**src/rtl/paddsb_pkg.sv**
```systemverilog
// Shared constants and types for the PADDSB nibble sequencer.
//   NIB_W / NUM_NIB : lane width and lane count (data width = NIB_W*NUM_NIB)
//   SAT_POS/SAT_NEG : saturation limits of a signed lane
//   paddsb_state_t  : sequencer FSM states
package paddsb_pkg;
  localparam int NIB_W   = 4;
  localparam int NUM_NIB = 4;
  localparam int DATA_W  = NIB_W * NUM_NIB;
  localparam int IDX_W   = (NUM_NIB > 1) ? $clog2(NUM_NIB) : 1;
  localparam logic [NIB_W-1:0] SAT_POS = 4'h7;
  localparam logic [NIB_W-1:0] SAT_NEG = 4'h8;

  typedef enum logic [1:0] {IDLE, RUN, DONE} paddsb_state_t;
endpackage

```
**src/rtl/paddsb_seq_ctrl_if.sv**
```systemverilog
// Request/response bundle for paddsb_seq_ctrl.
//   in_valid/in_ready : request handshake carrying A, B, sub
//   out_valid/out_ready: result handshake carrying Sum (and sat_flags when
//                        PADDSB_SAT_FLAGS_EN is defined)
// master = requester/consumer side, slave = the sequencer.
interface paddsb_seq_ctrl_if;
  import paddsb_pkg::*;
  logic              in_valid;
  logic              in_ready;
  logic [DATA_W-1:0] A;
  logic [DATA_W-1:0] B;
  logic              sub;
  logic              out_valid;
  logic              out_ready;
  logic [DATA_W-1:0] Sum;
`ifdef PADDSB_SAT_FLAGS_EN
  logic [NUM_NIB-1:0] sat_flags;

  modport master (output in_valid, A, B, sub, out_ready,
                  input  in_ready, out_valid, Sum, sat_flags);
  modport slave  (input  in_valid, A, B, sub, out_ready,
                  output in_ready, out_valid, Sum, sat_flags);
`else
  modport master (output in_valid, A, B, sub, out_ready,
                  input  in_ready, out_valid, Sum);
  modport slave  (input  in_valid, A, B, sub, out_ready,
                  output in_ready, out_valid, Sum);
`endif
endinterface

```
**src/rtl/paddsb_seq_ctrl_sat_nib_addsub.sv**
```systemverilog
// sat_nib_addsub: combinational signed saturating add/sub of one lane.
//   a, b : lane operands (two's complement)
//   sub  : 0 = a+b, 1 = a-b
//   r    : saturated result
//   sat  : high when the lane overflowed and was clamped
module sat_nib_addsub
  import paddsb_pkg::*;
(
  input  logic [NIB_W-1:0] a,
  input  logic [NIB_W-1:0] b,
  input  logic             sub,
  output logic [NIB_W-1:0] r,
  output logic             sat
);
  localparam int MSB = NIB_W - 1;

  logic [NIB_W-1:0] raw;

  always_comb begin
    raw = sub ? (a - b) : (a + b);
    // add overflows when operand signs agree; sub when they differ;
    // either way the result sign departs from a's sign
    if (sub) sat = (a[MSB] != b[MSB]) && (raw[MSB] != a[MSB]);
    else     sat = (a[MSB] == b[MSB]) && (raw[MSB] != a[MSB]);
    r = sat ? (a[MSB] ? SAT_NEG : SAT_POS) : raw;
  end
endmodule

```
**src/rtl/paddsb_seq_ctrl.sv**
```systemverilog
// paddsb_seq_ctrl: multi-cycle PADDSB sequencer. One shared lane unit
// processes one nibble per cycle, LSB lane first.
//   clk, rst_n : clock (rising edge), async active-low reset
//   bus        : paddsb_seq_ctrl_if.slave (request in, result out)
// Optional macro PADDSB_SAT_FLAGS_EN adds per-lane saturation flags.
// Flow: IDLE (accept) -> RUN x NUM_NIB -> DONE (hold until out_ready).
module paddsb_seq_ctrl
  import paddsb_pkg::*;
(
  input  logic              clk,
  input  logic              rst_n,
  paddsb_seq_ctrl_if.slave  bus
);
  localparam logic [IDX_W-1:0] LAST_IDX = IDX_W'(NUM_NIB - 1);

  paddsb_state_t     state_q, state_d;
  logic [IDX_W-1:0]  idx_q,   idx_d;
  logic [DATA_W-1:0] a_q,     a_d;
  logic [DATA_W-1:0] b_q,     b_d;
  logic              sub_q,   sub_d;
  logic [DATA_W-1:0] res_q,   res_d;  // working lanes, filled during RUN
  logic [DATA_W-1:0] sum_q,   sum_d;  // last completed result (drives Sum)
`ifdef PADDSB_SAT_FLAGS_EN
  logic [NUM_NIB-1:0] flags_q, flags_d;
`endif

  logic [NIB_W-1:0] lane_a, lane_b, lane_r;
  logic             lane_sat;

  assign lane_a = a_q[idx_q*NIB_W +: NIB_W];
  assign lane_b = b_q[idx_q*NIB_W +: NIB_W];

  sat_nib_addsub u_lane (
    .a   (lane_a),
    .b   (lane_b),
    .sub (sub_q),
    .r   (lane_r),
    .sat (lane_sat)
  );

  always_comb begin
    state_d = state_q;
    idx_d   = idx_q;
    a_d     = a_q;
    b_d     = b_q;
    sub_d   = sub_q;
    res_d   = res_q;
    sum_d   = sum_q;
`ifdef PADDSB_SAT_FLAGS_EN
    flags_d = flags_q;
`endif
    case (state_q)
      IDLE: begin
        if (bus.in_valid) begin
          a_d     = bus.A;
          b_d     = bus.B;
          sub_d   = bus.sub;
          res_d   = '0;
          idx_d   = '0;
`ifdef PADDSB_SAT_FLAGS_EN
          flags_d = '0;
`endif
          state_d = RUN;
        end
      end
      RUN: begin
        res_d[idx_q*NIB_W +: NIB_W] = lane_r;
`ifdef PADDSB_SAT_FLAGS_EN
        flags_d[idx_q] = lane_sat;
`endif
        if (idx_q == LAST_IDX) begin
          // publish the full word only once all lanes are in, so Sum
          // never shows a partially built result
          sum_d   = res_d;
          idx_d   = '0;
          state_d = DONE;
        end else begin
          idx_d = idx_q + IDX_W'(1);
        end
      end
      DONE: begin
        if (bus.out_ready) state_d = IDLE;
      end
      default: state_d = IDLE;
    endcase
  end

  always_ff @(posedge clk or negedge rst_n) begin
    if (!rst_n) begin
      state_q <= IDLE;
      idx_q   <= '0;
      a_q     <= '0;
      b_q     <= '0;
      sub_q   <= 1'b0;
      res_q   <= '0;
      sum_q   <= '0;
`ifdef PADDSB_SAT_FLAGS_EN
      flags_q <= '0;
`endif
    end else begin
      state_q <= state_d;
      idx_q   <= idx_d;
      a_q     <= a_d;
      b_q     <= b_d;
      sub_q   <= sub_d;
      res_q   <= res_d;
      sum_q   <= sum_d;
`ifdef PADDSB_SAT_FLAGS_EN
      flags_q <= flags_d;
`endif
    end
  end

  assign bus.in_ready  = (state_q == IDLE);
  assign bus.out_valid = (state_q == DONE);
  assign bus.Sum       = sum_q;
`ifdef PADDSB_SAT_FLAGS_EN
  assign bus.sat_flags = flags_q;
`endif

  // lane_sat only feeds the optional flags
  logic unused_sat;
  assign unused_sat = lane_sat;
endmodule

```
**src/flat_wrapper.sv**
```systemverilog
// flat-port wrapper written by rule: the top's interface ports become plain ports
module paddsb_seq_ctrl_flat import paddsb_pkg::*;
  (clk, rst_n, bus_in_valid, bus_A, bus_B, bus_sub, bus_out_ready, bus_in_ready, bus_out_valid, bus_Sum);
  paddsb_seq_ctrl_if bus_i ();
  input  logic clk;
  input  logic rst_n;
  input wire logic [$bits(bus_i.in_valid)-1:0] bus_in_valid;
  input wire logic [$bits(bus_i.A)-1:0] bus_A;
  input wire logic [$bits(bus_i.B)-1:0] bus_B;
  input wire logic [$bits(bus_i.sub)-1:0] bus_sub;
  input wire logic [$bits(bus_i.out_ready)-1:0] bus_out_ready;
  output wire logic [$bits(bus_i.in_ready)-1:0] bus_in_ready;
  output wire logic [$bits(bus_i.out_valid)-1:0] bus_out_valid;
  output wire logic [$bits(bus_i.Sum)-1:0] bus_Sum;
  assign bus_i.in_valid = bus_in_valid;
  assign bus_i.A = bus_A;
  assign bus_i.B = bus_B;
  assign bus_i.sub = bus_sub;
  assign bus_i.out_ready = bus_out_ready;
  assign bus_in_ready = bus_i.in_ready;
  assign bus_out_valid = bus_i.out_valid;
  assign bus_Sum = bus_i.Sum;
  paddsb_seq_ctrl u_core (.clk(clk), .rst_n(rst_n), .bus(bus_i));
endmodule
```
**config.mk**
```make
export PLATFORM = sky130hd
export DESIGN_NAME = paddsb_seq_ctrl_flat
export DESIGN_NICKNAME = d
export VERILOG_FILES = /design/src/rtl/paddsb_pkg.sv /design/src/rtl/paddsb_seq_ctrl_if.sv /design/src/rtl/paddsb_seq_ctrl_sat_nib_addsub.sv /design/src/rtl/paddsb_seq_ctrl.sv /design/src/flat_wrapper.sv
export SDC_FILE = /design/constraint.sdc
export NUM_CORES = 1
export LEC_CHECK = 0
export ABC_AREA = 1
export ABC_CLOCK_PERIOD_IN_PS = 4140
export BUFFER_PORTS_ARGS = -buffer_cell sky130_fd_sc_hd__clkbuf_2
export CAP_MARGIN = 20
export CORE_AREA = 3 3 100 102
export DETAILED_ROUTE_END_ITERATION = 10
export DIE_AREA = 0 0 103 105
export PLACE_DENSITY_LB_ADDON = 0.15
export SLEW_MARGIN = 20
export SYNTH_ARGS = -nofsm -noshare
export SYNTH_HDL_FRONTEND = slang
export SYNTH_SLANG_ARGS = --single-unit
export TNS_END_PERCENT = 30
```
**constraint.sdc**
```tcl
create_clock -name clk -period 4.14 [get_ports clk]
set_clock_uncertainty 0.2 [all_clocks]
set_input_delay 0.207 -clock clk [delete_from_list [all_inputs] [get_ports clk]]
set_output_delay 0.207 -clock clk [all_outputs]
set_load 0.01 [all_outputs]
```
==> results of run 1 <==
## worst min-delay path: cells and delay by family
kind / cells / cell delay, ns
buffers and inverters: 2 / 0.34
and+or+nand+nor: 2 / 0.17
## area by class of cell
| cell class | instances | share of cell area [%] |
|---|---|---|
| sequential | 69 | 37.7 |
| multi-input combinational | 273 | 35.7 |
| timing repair buffer | 95 | 14.5 |
| inverter | 41 | 3.47 |
| clock buffer | 11 | 3.30 |
| tap | 111 | 3.03 |
| clock inverter | 5 | 2.32 |
## state kept, by name, summed over array words and instances, names as in the netlist
name,count
u_core.a_q,16
u_core.b_q,16
u_core.bus.Sum,16
u_core.idx_q,2
u_core.res_q,16
u_core.state_q,2
u_core.sub_q,1
## layout by cell type (no fill, tap or decap), types with 2 or more instances in the layout
master and n:
inv_2 4, bufinv_16 3, inv_1 35, a21oi_1 7
clkbuf_2 53, nand3_2 5, nor2_1 20, nand2_4 3
buf_4 6, dlygate4sd3_1 35, inv_4 2, nand2_2 13
o22ai_1 10, mux2_2 28, dfrtp_1 69, ha_1 10
o21bai_1 6, nand4_2 3, clkbuf_8 11, nand2_1 116
o21ai_1 15, nand4_1 4, o21ai_0 7, nand3_1 16
## path summary, 6_finish.rpt
kind	from	end	slack, ns	cells past startpoint
max in group asynchronous	rst_n	u_core.res_q[4]	2.52	3
worst max register to register	u_core.idx_q[0]	u_core.bus.Sum[14]	0.50	20
worst max-delay path	u_core.idx_q[0]	u_core.bus.Sum[14]	0.50	20
min in group asynchronous	rst_n	u_core.b_q[15]	0.26	2
worst min register to register	u_core.bus.Sum[15]	u_core.bus.Sum[15]	0.28	2
worst min-delay path	bus_in_valid	u_core.state_q[0]	0.20	4
## logic make-up (layout without fill, tap and decap cells)
group                      count (synthesis)  count (layout)
xor gates and xnor gates                   3               3
muxes                                     28              28
and+or+nand+nor                          183             183
buffers and inverters                     57             152
AOI/OAI and AO/OA                         48              48
adders and majority gates                 11              11
DFF                                       69              69
## per-layer routing
metal / track usage, % / routed length, um / share of wire (%) / vias to the layer above
li1: - / - / - / 1471
met1: 23.9 / 3840 / 48 / 1350
met2: 24.2 / 3720 / 46 / 60
met3: 3.54 / 306 / 3.8 / 12
met4: 4.72 / 136 / 1.7 / 0
met5: 0 / 0 / 0 / -
## repair_timing
action | 4_1_cts | 5_1_grt
setup endpoints to repair | 0 | 0
setup buffers | 0 | 0
hold endpoints to repair | 65 | 0
resized for setup | 0 | 0
hold buffers | 35 | 0
## power groups by stage
stage | Combinational [mW] | Clock (mW) | Sequential, mW
after global routing | 2.61 | 0.748 | 1.18
final | 2.30 | 0.698 | 1.14
after floorplan | 1.87 | 0 | 1.10
after global placement | 2.26 | 0 | 1.15
after CTS | 2.33 | 0.715 | 1.14
after detailed placement | 2.30 | 0 | 1.15
## stage by stage
stage	cell area, um2	hold slack, ns	std cells
5_1_grt	4580	0.248	605
4_1_cts	4580	0.218	605
3_5_place_dp	3970	0.131	554
3_3_place_gp	3970	0.122	554
2_1_floorplan	3620	-0.289	399
6_report	4580	0.200	605
==> key figures, run 1 <==
Status
  • Status: finished, final reports clean

Logic synthesis
  • Most common library cells after synthesis: nand2_1 (116), dfrtp_1 (69), inv_1 (35)
  • Post-synth EDFFs: 0
  • Asr flop ratio synth: 100%
  • Yosys cell types: 33
  • Compound-Gate Fraction of Synth Area: 7.68%
  • Adder and majority gate portion of the synthesized area: 4.01%
  • Ys flop type: dfrtp_1
  • Mapped cell area: 0.00362 mm2
  • Mux cell area share after synthesis: 8.71%
  • Xor/xnor share of the synthesized area: 1.24%
  • Main combinational cell family by area after synthesis: simple AND/OR/NAND/NOR gates
  • Synth Net Count: 447
  • Dominant cells by area after synthesis: dfrtp_1 (48%), nand2_1 (12%), mux2_2 (8.7%)
  • Post-synth top area cell: dfrtp_1
  • Synthesized instance count: 399
  • Most numerous cell in the Yosys netlist: nand2_1
  • Seq/Total Area, Yosys: 47.7%
  • Post-synth top area share: 47.7%
  • Yosys warnings: 0
  • Synthesized flop and latch total: 69
  • Syn Area/Cell: 9.07 um2
  • Simple-gate share of the synthesized area: 23.5%

Placed design
  • DP HPWL: 5610 um
  • GPL Wtd Cong: 0.783
  • Place WS: 0.502 ns
  • Port Buf Inserts: 54

Worst setup path
  • WP buf/inv: 1
  • CP top delay family: simple AND/OR/NAND/NOR gates
  • Critical Path RT: 4.24 ns
  • Setup crit start kind: flip-flop
  • Crit path capture type: flip-flop
  • CP peak stage delay: 0.55 ns
  • CP Cell Sequence: inv_4 > nand2_1 > nand3_1 > nand2_2 > ha_1 > o21ai_0 > ha_1 > nand2_1 > nand2_1 > a21oi_1 > nand3_2 > nand3_2 > nand2_2 > nand2_1 > nand3_2 > nand2_2 > nand4_2 > o21bai_1 > nand2_1 > nand2_1
  • Critical path class: flip-flop to flip-flop
  • CP most frequent cell: nand2_1
  • Critical Path AT: 3.73 ns
  • Crit-path slowest cell: dfrtp_1
  • Critical path peak fanout: 22

Timing
  • Slew Viols, Final: 0
  • Final period util: 87.9%
  • Setup TNS: 0 ns
  • Final Worst Setup Slack: 0.503 ns
  • Minimum clock period: 3.64 ns
  • Final hold vios: 0
  • RSZ-0062 raised after global routing: false
  • F_max: 275 MHz
  • Worst-margin pin slew: 0.756 ns
  • Worst slew margin: 49.6%
  • Final setup fails: 0

Global route
  • First-pass GRT wire length: 14000 um
  • Gr ovfl total: 0
  • Largest net degree at the start of global routing: 41
  • Initial antenna violation count: 0
  • Total GRT Usage: 16.4%
  • Vias in the first global route: 2928

Pwr
  • Leak: 2.29 nW
  • Sw Pwr: 1.86 mW
  • Logic pwr share: 55.6%
  • P_int: 2.28 mW
  • VDD IR max: 0.393 mV
  • Sw frac: 45.0%
  • Tot Pwr: 4.14 mW
  • Clk pwr share: 16.9%
  • Pwr Density: 904 mW/mm2
  • Sequential share of power: 27.5%

Detailed routing
  • Post-route ant nets: 0
  • Detailed-route DRC error count: 0
  • Vias per inst: 4.78
  • Via count: 2893
  • TritonRoute pass-1 iters: 4
  • Detailed Route WL: 8000 um
  • DR WL/cell: 13.2 um
  • Initial drt markers: 123

Clock tree
  • Clk Latency, worst-skew pair: 0.35 ns
  • Maximum clock insertion buffer count: 2
  • CTS tree: built
  • Num CTS Buffers: 9
  • Number of H-tree levels: 3
  • Clock sink total: 69
  • Root Driver: clkbuf_8
  • Clk slew on worst S/H paths: 0.08 ns

Floorplan
  • Initial Util: 39.3%
  • Die W: 103 um
  • Cell Rows: 35
  • # IOs: 55
  • DIE HEIGHT: 105 um
  • Die area: 0.0108 mm2
  • Core area: 0.00920 mm2

Final layout
  • Area growth from synthesis to layout: 26.6%
  • Seq. cell area: 0.00173 mm2
  • Fillcell total: 889
  • Multi-input gate area: 0.00163 mm2
  • Nets: 537
  • Layout cells sized above 1: 27.7%
  • Post-layout util: 49.8%
  • Antenna diode count: 0

Min path
  • Worst Hold Class: primary input to flip-flop

Job
  • MaxCap Viol Count: 0
(Power assumes the default switching activity.)
==> run 2, diff against run 1 <==
--- a/config.mk
+++ b/config.mk
@@ -12,6 +12,8 @@
 export CORE_AREA = 3 3 100 102
 export DETAILED_ROUTE_END_ITERATION = 10
 export DIE_AREA = 0 0 103 105
+export GPL_TIMING_DRIVEN = 0
+export HOLD_SLACK_MARGIN = 0.12
 export PLACE_DENSITY_LB_ADDON = 0.15
 export SLEW_MARGIN = 20
 export SYNTH_ARGS = -nofsm -noshare
==> run 2 against run 1 <==
Net effect: sequential power hardly changed; maximum frequency shrank 3.0%; setup slack worse by 0.11 ns.
==> key figures, run 2 (synthesis gave the netlist of run 1 again) <==
Status
  • Status: finished, final reports clean (unchanged)

Worst setup path
  • CP Cell Sequence: buf_6 > inv_4 > buf_4 > nand3_1 > nand2_2 > ha_1 > o21ai_0 > ha_1 > nand2_1 > nand2_1 > a21oi_1 > nand3_2 > nand3_2 > nand2_2 > nand2_1 > nand3_2 > nand2_2 > nand4_2 > o21bai_1 > nand2_1 > nand2_1 (was inv_4 > nand2_1 > nand3_1 > nand2_2 > ha_1 > o21ai_0 > ha_1 > nand2_1 > nand2_1 > a21oi_1 > nand3_2 > nand3_2 > nand2_2 > nand2_1 > nand3_2 > nand2_2 > nand4_2 > o21bai_1 > nand2_1 > nand2_1)
  • CP most frequent cell: nand2_1 (unchanged)
  • Critical path class: flip-flop to flip-flop (unchanged)
  • Reg-to-reg setup timing slack: 0.39 ns (was 0.50 ns)
  • CP peak stage delay: 0.42 ns (was 0.55 ns)
  • Crit-path slowest cell: dfrtp_1 (unchanged)
  • Critical Path AT: 3.85 ns (was 3.73 ns)
  • RR Endpoint: u_core.bus.Sum[13] (was u_core.bus.Sum[14])
  • Critical Path RT: 4.24 ns (about the same)
  • Crit path capture type: flip-flop (unchanged)
  • Critical path peak fanout: 12 (was 22)
  • Setup crit start kind: flip-flop (unchanged)
  • Worst reg-to-reg path cell count: 21 (was 20)
  • Reg-to-reg critical path startpoint: u_core.idx_q[1] (was u_core.idx_q[0])

Global route
  • First-pass GRT wire length: 14300 um (was 14000 um)
  • Gr ovfl total: 0 (unchanged)
  • Total GRT Usage: 17.1% (was 16.4%)
  • Initial antenna violation count: 0 (unchanged)
  • Largest net degree at the start of global routing: 40 (was 41)
  • Vias in the first global route: 3099 (was 2928)

Clock tree
  • Clk Latency, worst-skew pair: 0.36 ns (was 0.35 ns)
  • CTS tree: built (unchanged)
  • # Post-CTS Setup Buffers: 0 (unchanged)
  • PostCTS Resize Cnt: 0 (unchanged)
  • Maximum clock insertion buffer count: 2 (unchanged)
  • Root Driver: clkbuf_8 (unchanged)
  • Clock sink total: 69 (unchanged)
  • Clk slew on worst S/H paths: 0.08 ns (about the same)
  • Number of H-tree levels: 3 (unchanged)
  • Num CTS Buffers: 9 (unchanged)

Detailed routing
  • Detailed Route WL: 8470 um (was 8000 um)
  • Post-route ant nets: 0 (unchanged)
  • Initial drt markers: 88 (was 123)
  • TritonRoute pass-1 iters: 4 (unchanged)
  • Detailed-route DRC error count: 0 (unchanged)
  • Vias per inst: 4.82 (was 4.78)
  • Via count: 2963 (was 2893)
  • DR WL/cell: 13.8 um (was 13.2 um)

Timing
  • F_max: 267 MHz (was 275 MHz)
  • Final hold vios: 0 (unchanged)
  • RSZ-0062 raised after global routing: false (unchanged)
  • Final period util: 90.5% (was 87.9%)
  • Slew Viols, Final: 0 (unchanged)
  • Final hold slack: 0.166 ns (was 0.200 ns)
  • Worst-margin pin slew: 0.591 ns (was 0.756 ns)
  • Final setup fails: 0 (unchanged)
  • Minimum clock period: 3.75 ns (was 3.64 ns)
  • Worst slew margin: 60.6% (was 49.6%)
  • Setup TNS: 0 ns (unchanged)

Final layout
  • Area growth from synthesis to layout: 26.6% (about the same)
  • Non-Filler Instances: 615 (was 605)
  • Commonest non-fill, non-tap cell in the layout: nand2_1 (unchanged)
  • Layout cells sized above 1: 27.2% (was 27.7%)
  • Nets: 548 (was 537)
  • Commonest non-fill, non-tap cells in the layout: nand2_1 (116), dfrtp_1 (69), clkbuf_2 (53) (unchanged)
  • Antenna diode count: 0 (unchanged)
  • Design area: 0.00458 mm2 (about the same)
  • Fillcell total: 909 (was 889)

Floorplan
  • Die area: 0.0108 mm2 (unchanged)
  • Die W: 103 um (unchanged)
  • Core area: 0.00920 mm2 (unchanged)
  • Cell Rows: 35 (unchanged)
  • Initial Util: 39.3% (unchanged)
  • # IOs: 55 (unchanged)
  • DIE HEIGHT: 105 um (unchanged)

Placed design
  • Placed Area: 0.00405 mm2 (was 0.00397 mm2)
  • Placed insts: 565 (was 554)
  • DP HPWL: 6040 um (was 5610 um)
  • Port Buf Inserts: 54 (unchanged)
  • GPL Wtd Cong: 0.832 (was 0.783)

Min path
  • Worst Hold Class: primary input to async pin (was primary input to flip-flop)

Job
  • MaxCap Viol Count: 0 (unchanged)

Pwr
  • VDD IR max: 0.371 mV (was 0.393 mV)
  • Pwr Density: 896 mW/mm2 (was 904 mW/mm2)
  • Tot Pwr: 4.11 mW (was 4.14 mW)
  • Leak: 2.28 nW (was 2.29 nW)
## run 2: area by class of cell
| class | instances | area (um2) | area share (%) |
|---|---|---|---|
| clock inverter | 5 | 52.6 | 1.15 |
| clock buffer | 10 | 128 | 2.79 |
| sequential | 69 | 1730 | 37.7 |
| inverter | 41 | 159 | 3.47 |
| tap | 111 | 139 | 3.03 |
| buffer | 16 | 98.8 | 2.16 |
| multi-input combinational | 273 | 1630 | 35.7 |
| timing repair buffer | 90 | 643 | 14.0 |
## run 2: per-stage QoR
stage               worst slack [ns]  util [%]
floorplan                       1.02         -
detailed placement             0.427      44.0
finish                         0.392      49.8
global placement               0.496      43.8
global route                   0.171      49.8
CTS                            0.378      49.8
## run 2: report_power, final
part	switching [mW]	internal, mW
clock network	0.255	0.272
logic	1.54	0.931
registers	0.154	0.952
## run 2: metal layers
layer  vias to the layer above  share of wire [%]  track usage [%]
met5                         -                  0                0
met4                         0                1.9             7.31
met3                        13                3.1             2.87
met2                        52                 47             26.4
met1                      1417                 48             23.3
li1                       1481                  -                -
## run 2: critical path: cells and delay by family, from the launching register on
| kind | cells | cell delay [ns] |
|---|---|---|
| compound gates | 3 | 0.79 |
| fa+ha+maj | 2 | 0.59 |
| buf+inv | 3 | 0.43 |
| flops | 1 | 0.42 |
| simple gates | 13 | 1.24 |
## run 2: worst max-delay path by stage
stage	start	endpoint	cells past startpoint
after floorplan	u_core.idx_q[0]	u_core.bus.Sum[12]	22
after global placement	u_core.idx_q[1]	u_core.res_q[13]	21
after detailed placement	u_core.idx_q[1]	u_core.bus.Sum[13]	21
after CTS	u_core.idx_q[1]	u_core.bus.Sum[13]	21
after global routing	u_core.idx_q[1]	u_core.bus.Sum[14]	21
final	u_core.idx_q[1]	u_core.bus.Sum[13]	21
## run 2: repair_timing
| action | in CTS | in global routing |
|---|---|---|
| endpoints found under the hold margin | 103 | 0 |
| hold buffers | 35 | 0 |
| setup endpoints to repair | 0 | 0 |
==> run 3, diff against run 2 <==
--- a/config.mk
+++ b/config.mk
@@ -7,11 +7,11 @@
 export LEC_CHECK = 0
 export ABC_AREA = 1
 export ABC_CLOCK_PERIOD_IN_PS = 4140
-export BUFFER_PORTS_ARGS = -buffer_cell sky130_fd_sc_hd__clkbuf_2
 export CAP_MARGIN = 20
 export CORE_AREA = 3 3 100 102
 export DETAILED_ROUTE_END_ITERATION = 10
 export DIE_AREA = 0 0 103 105
+export DONT_BUFFER_PORTS = 1
 export GPL_TIMING_DRIVEN = 0
 export HOLD_SLACK_MARGIN = 0.12
 export PLACE_DENSITY_LB_ADDON = 0.15
==> constraint.sdc (replaced) <==
create_clock -name clk -period 4.14 [get_ports clk]
set_clock_uncertainty 0.2 [all_clocks]
set_input_delay 0.621 -clock clk [delete_from_list [all_inputs] [get_ports clk]]
set_output_delay 0.621 -clock clk [all_outputs]
set_load 0.01 [all_outputs]
==> run 3 against run 2 <==
Net effect: flip-flop and latch count unchanged; total power up 0.31%; non-clock buffer count down 88; sequential power about the same; critical path depth unchanged; clock power up 23%; utilization down 6.0 points; first-iteration DRC count down 4.5%; cell area down 12%; setup slack better by 0.0065 ns; maximum frequency up 0.17%; critical endpoint is now u_core.res_q[13]; largest power group unchanged.
==> key figures, run 3 (synthesis gave the netlist of run 1 again) <==
Timing
  • Final hold vios: 0 (unchanged)
  • RSZ-0062 raised after global routing: false (unchanged)
  • F_max: 267 MHz (about the same)
  • Slew Viols, Final: 0 (unchanged)
  • Setup TNS: 0 ns (unchanged)
  • Final setup fails: 0 (unchanged)
  • Final period util: 90.4% (was 90.5%)
  • Minimum clock period: 3.74 ns (was 3.75 ns)
  • Final Worst Setup Slack: 0.399 ns (was 0.392 ns)
  • Worst-margin pin slew: 0.584 ns (was 0.591 ns)
  • Worst slew margin: 61.1% (was 60.6%)
  • Final hold slack: 0.177 ns (was 0.166 ns)

Final layout
  • Nets: 460 (was 548)
  • Fillcell total: 937 (was 909)
  • Commonest non-fill, non-tap cell in the layout: nand2_1 (unchanged)
  • Area growth from synthesis to layout: 11.3% (was 26.6%)
  • Antenna diode count: 0 (unchanged)
  • Layout cells sized above 1: 20.4% (was 27.2%)
  • Commonest non-fill, non-tap cells in the layout: nand2_1 (116), dfrtp_1 (69), inv_1 (35) (was nand2_1 (116), dfrtp_1 (69), clkbuf_2 (53))

Clock tree
  • Clock sink total: 69 (unchanged)
  • Number of H-tree levels: 3 (unchanged)
  • # Post-CTS Setup Buffers: 0 (unchanged)
  • CTS tree: built (unchanged)
  • Clk Latency, worst-skew pair: 0.34 ns (was 0.36 ns)
  • Clk slew on worst S/H paths: 0.08 ns (about the same)
  • Root Driver: clkbuf_8 (unchanged)
  • Maximum clock insertion buffer count: 2 (unchanged)
  • # hold bufs at CTS: 2 (was 35)
  • Num CTS Buffers: 9 (unchanged)
  • PostCTS Resize Cnt: 0 (unchanged)

Floorplan
  • # IOs: 55 (unchanged)
  • DIE HEIGHT: 105 um (unchanged)
  • Die area: 0.0108 mm2 (unchanged)
  • Cell Rows: 35 (unchanged)
  • Die W: 103 um (unchanged)
  • Initial Util: 39.3% (unchanged)
  • Core area: 0.00920 mm2 (unchanged)

Worst setup path
  • Critical Path AT: 3.83 ns (was 3.85 ns)
  • CP Cell Sequence: buf_6 > inv_4 > buf_4 > nand3_1 > nand2_2 > ha_1 > o21ai_0 > ha_1 > nand2_1 > nand2_1 > a21oi_1 > nand3_2 > nand2_2 > nand2_4 > nand3_1 > nand3_2 > nand2_2 > nand4_2 > o21bai_1 > nand2_1 > nand2_1 (was buf_6 > inv_4 > buf_4 > nand3_1 > nand2_2 > ha_1 > o21ai_0 > ha_1 > nand2_1 > nand2_1 > a21oi_1 > nand3_2 > nand3_2 > nand2_2 > nand2_1 > nand3_2 > nand2_2 > nand4_2 > o21bai_1 > nand2_1 > nand2_1)
  • Crit-path slowest cell: dfrtp_1 (unchanged)
  • CP most frequent cell: nand2_1 (unchanged)
  • RR Endpoint: u_core.res_q[13] (was u_core.bus.Sum[13])
  • Critical path peak fanout: 12 (unchanged)
  • Critical path class: flip-flop to flip-flop (unchanged)
  • Reg-to-reg setup timing slack: 0.40 ns (was 0.39 ns)
  • Crit path capture type: flip-flop (unchanged)
  • CP top delay family: simple AND/OR/NAND/NOR gates (unchanged)
  • CP Depth: 21 (unchanged)
  • Setup crit start kind: flip-flop (unchanged)
  • CP peak stage delay: 0.46 ns (was 0.42 ns)
  • WP buf/inv: 3 (unchanged)
  • Critical Path RT: 4.22 ns (was 4.24 ns)
  • Reg-to-reg critical path startpoint: u_core.idx_q[1] (unchanged)
  • Worst reg-to-reg path cell count: 21 (unchanged)

Min path
  • WHS Endpoint: u_core.state_q[1]
  • Hold path depth: 1
  • Worst Hold Class: primary input to flip-flop (was primary input to async pin)
  • HP Start: bus_out_ready

Detailed routing
  • Via count: 2622 (was 2963)
  • Initial drt markers: 84 (was 88)
  • Detailed-route DRC error count: 0 (unchanged)
  • DR WL/cell: 15.2 um (was 13.8 um)
  • Vias per inst: 4.97 (was 4.82)
  • Post-route ant nets: 0 (unchanged)
  • Detailed Route WL: 8030 um (was 8470 um)
  • TritonRoute pass-1 iters: 4 (unchanged)

Pwr
  • Pwr Density: 1020 mW/mm2 (was 896 mW/mm2)
  • VDD IR max: 0.454 mV (was 0.371 mV)
  • Leak: 1.94 nW (was 2.28 nW)

Global route
  • Total GRT Usage: 16.0% (was 17.1%)
  • Largest net degree at the start of global routing: 70 (was 40)
  • Vias in the first global route: 2690 (was 3099)
  • First-pass GRT wire length: 13500 um (was 14300 um)
  • Gr ovfl total: 0 (unchanged)
  • Initial antenna violation count: 0 (unchanged)

Placed design
  • Place WS: 0.435 ns (was 0.427 ns)
  • GPL Wtd Cong: 0.792 (was 0.832)
  • Port Buf Inserts: 0 (was 54)
  • DP HPWL: 5730 um (was 6040 um)

Job
  • MaxCap Viol Count: 0 (unchanged)

Status
  • Status: finished, final reports clean (unchanged)
==> run 3: cell count changes in the layout (fill, tap and decap cells not counted), sizes merged <==
cell         delta
bufinv          +1
inv             +1
clkbuf         -53
clkinv          -2
dlygate4sd3    -34
==> run 3: how the worst max path moves through the flow <==
stage | startpoint | endpoint
final | u_core.idx_q[1] | u_core.res_q[13]
after global routing | u_core.idx_q[1] | u_core.bus.Sum[13]
after CTS | u_core.idx_q[1] | u_core.res_q[13]
after detailed placement | u_core.idx_q[1] | u_core.res_q[13]
after global placement | u_core.idx_q[1] | u_core.bus.Sum[13]
after floorplan | u_core.idx_q[0] | u_core.bus.Sum[12]
==> run 3: power breakdown <==
| group | switching [mW] | internal, mW | leakage, nW |
|---|---|---|---|
| logic | 1.47 | 0.867 | 0.947 |
| clock network | 0.272 | 0.373 | 0.116 |
| registers | 0.184 | 0.951 | 0.875 |
| total | 1.93 | 2.19 | 1.94 |
==> run 3: per-layer routing <==
layer,track usage [%],part of all wire (%),vias to the layer above
li1,-,-,1309
met1,22.5,48,1240
met2,23.2,44,59
met3,5.27,6.3,14
met4,5.18,1.6,0
met5,0,0,-
==> run 3: layout make-up <==
type                            count  area (um2)  share of cell area, %
Sequential cell                    69        1730                   42.9
Multi-Input combinational cell    273        1630                   40.6
Inverter                           41         159                   3.95
Clock buffer                       11         151                   3.76
Tap cell                          111         139                   3.45
Buffer                             16        98.8                   2.45
Clock inverter                      5        81.3                   2.02
Timing Repair Buffer                2        37.5                  0.932
==> run 3: metrics by stage <==
stage | util, % | power [mW] | std cells | area (um2)
2_1_floorplan | - | 2.97 | 399 | 3620
3_3_place_gp | 40.9 | 3.44 | 510 | 3760
3_5_place_dp | 40.9 | 3.47 | 510 | 3760
4_1_cts | 43.8 | 4.15 | 528 | 4030
5_1_grt | 43.8 | 4.49 | 528 | 4030
6_report | 43.8 | 4.12 | 528 | 4030
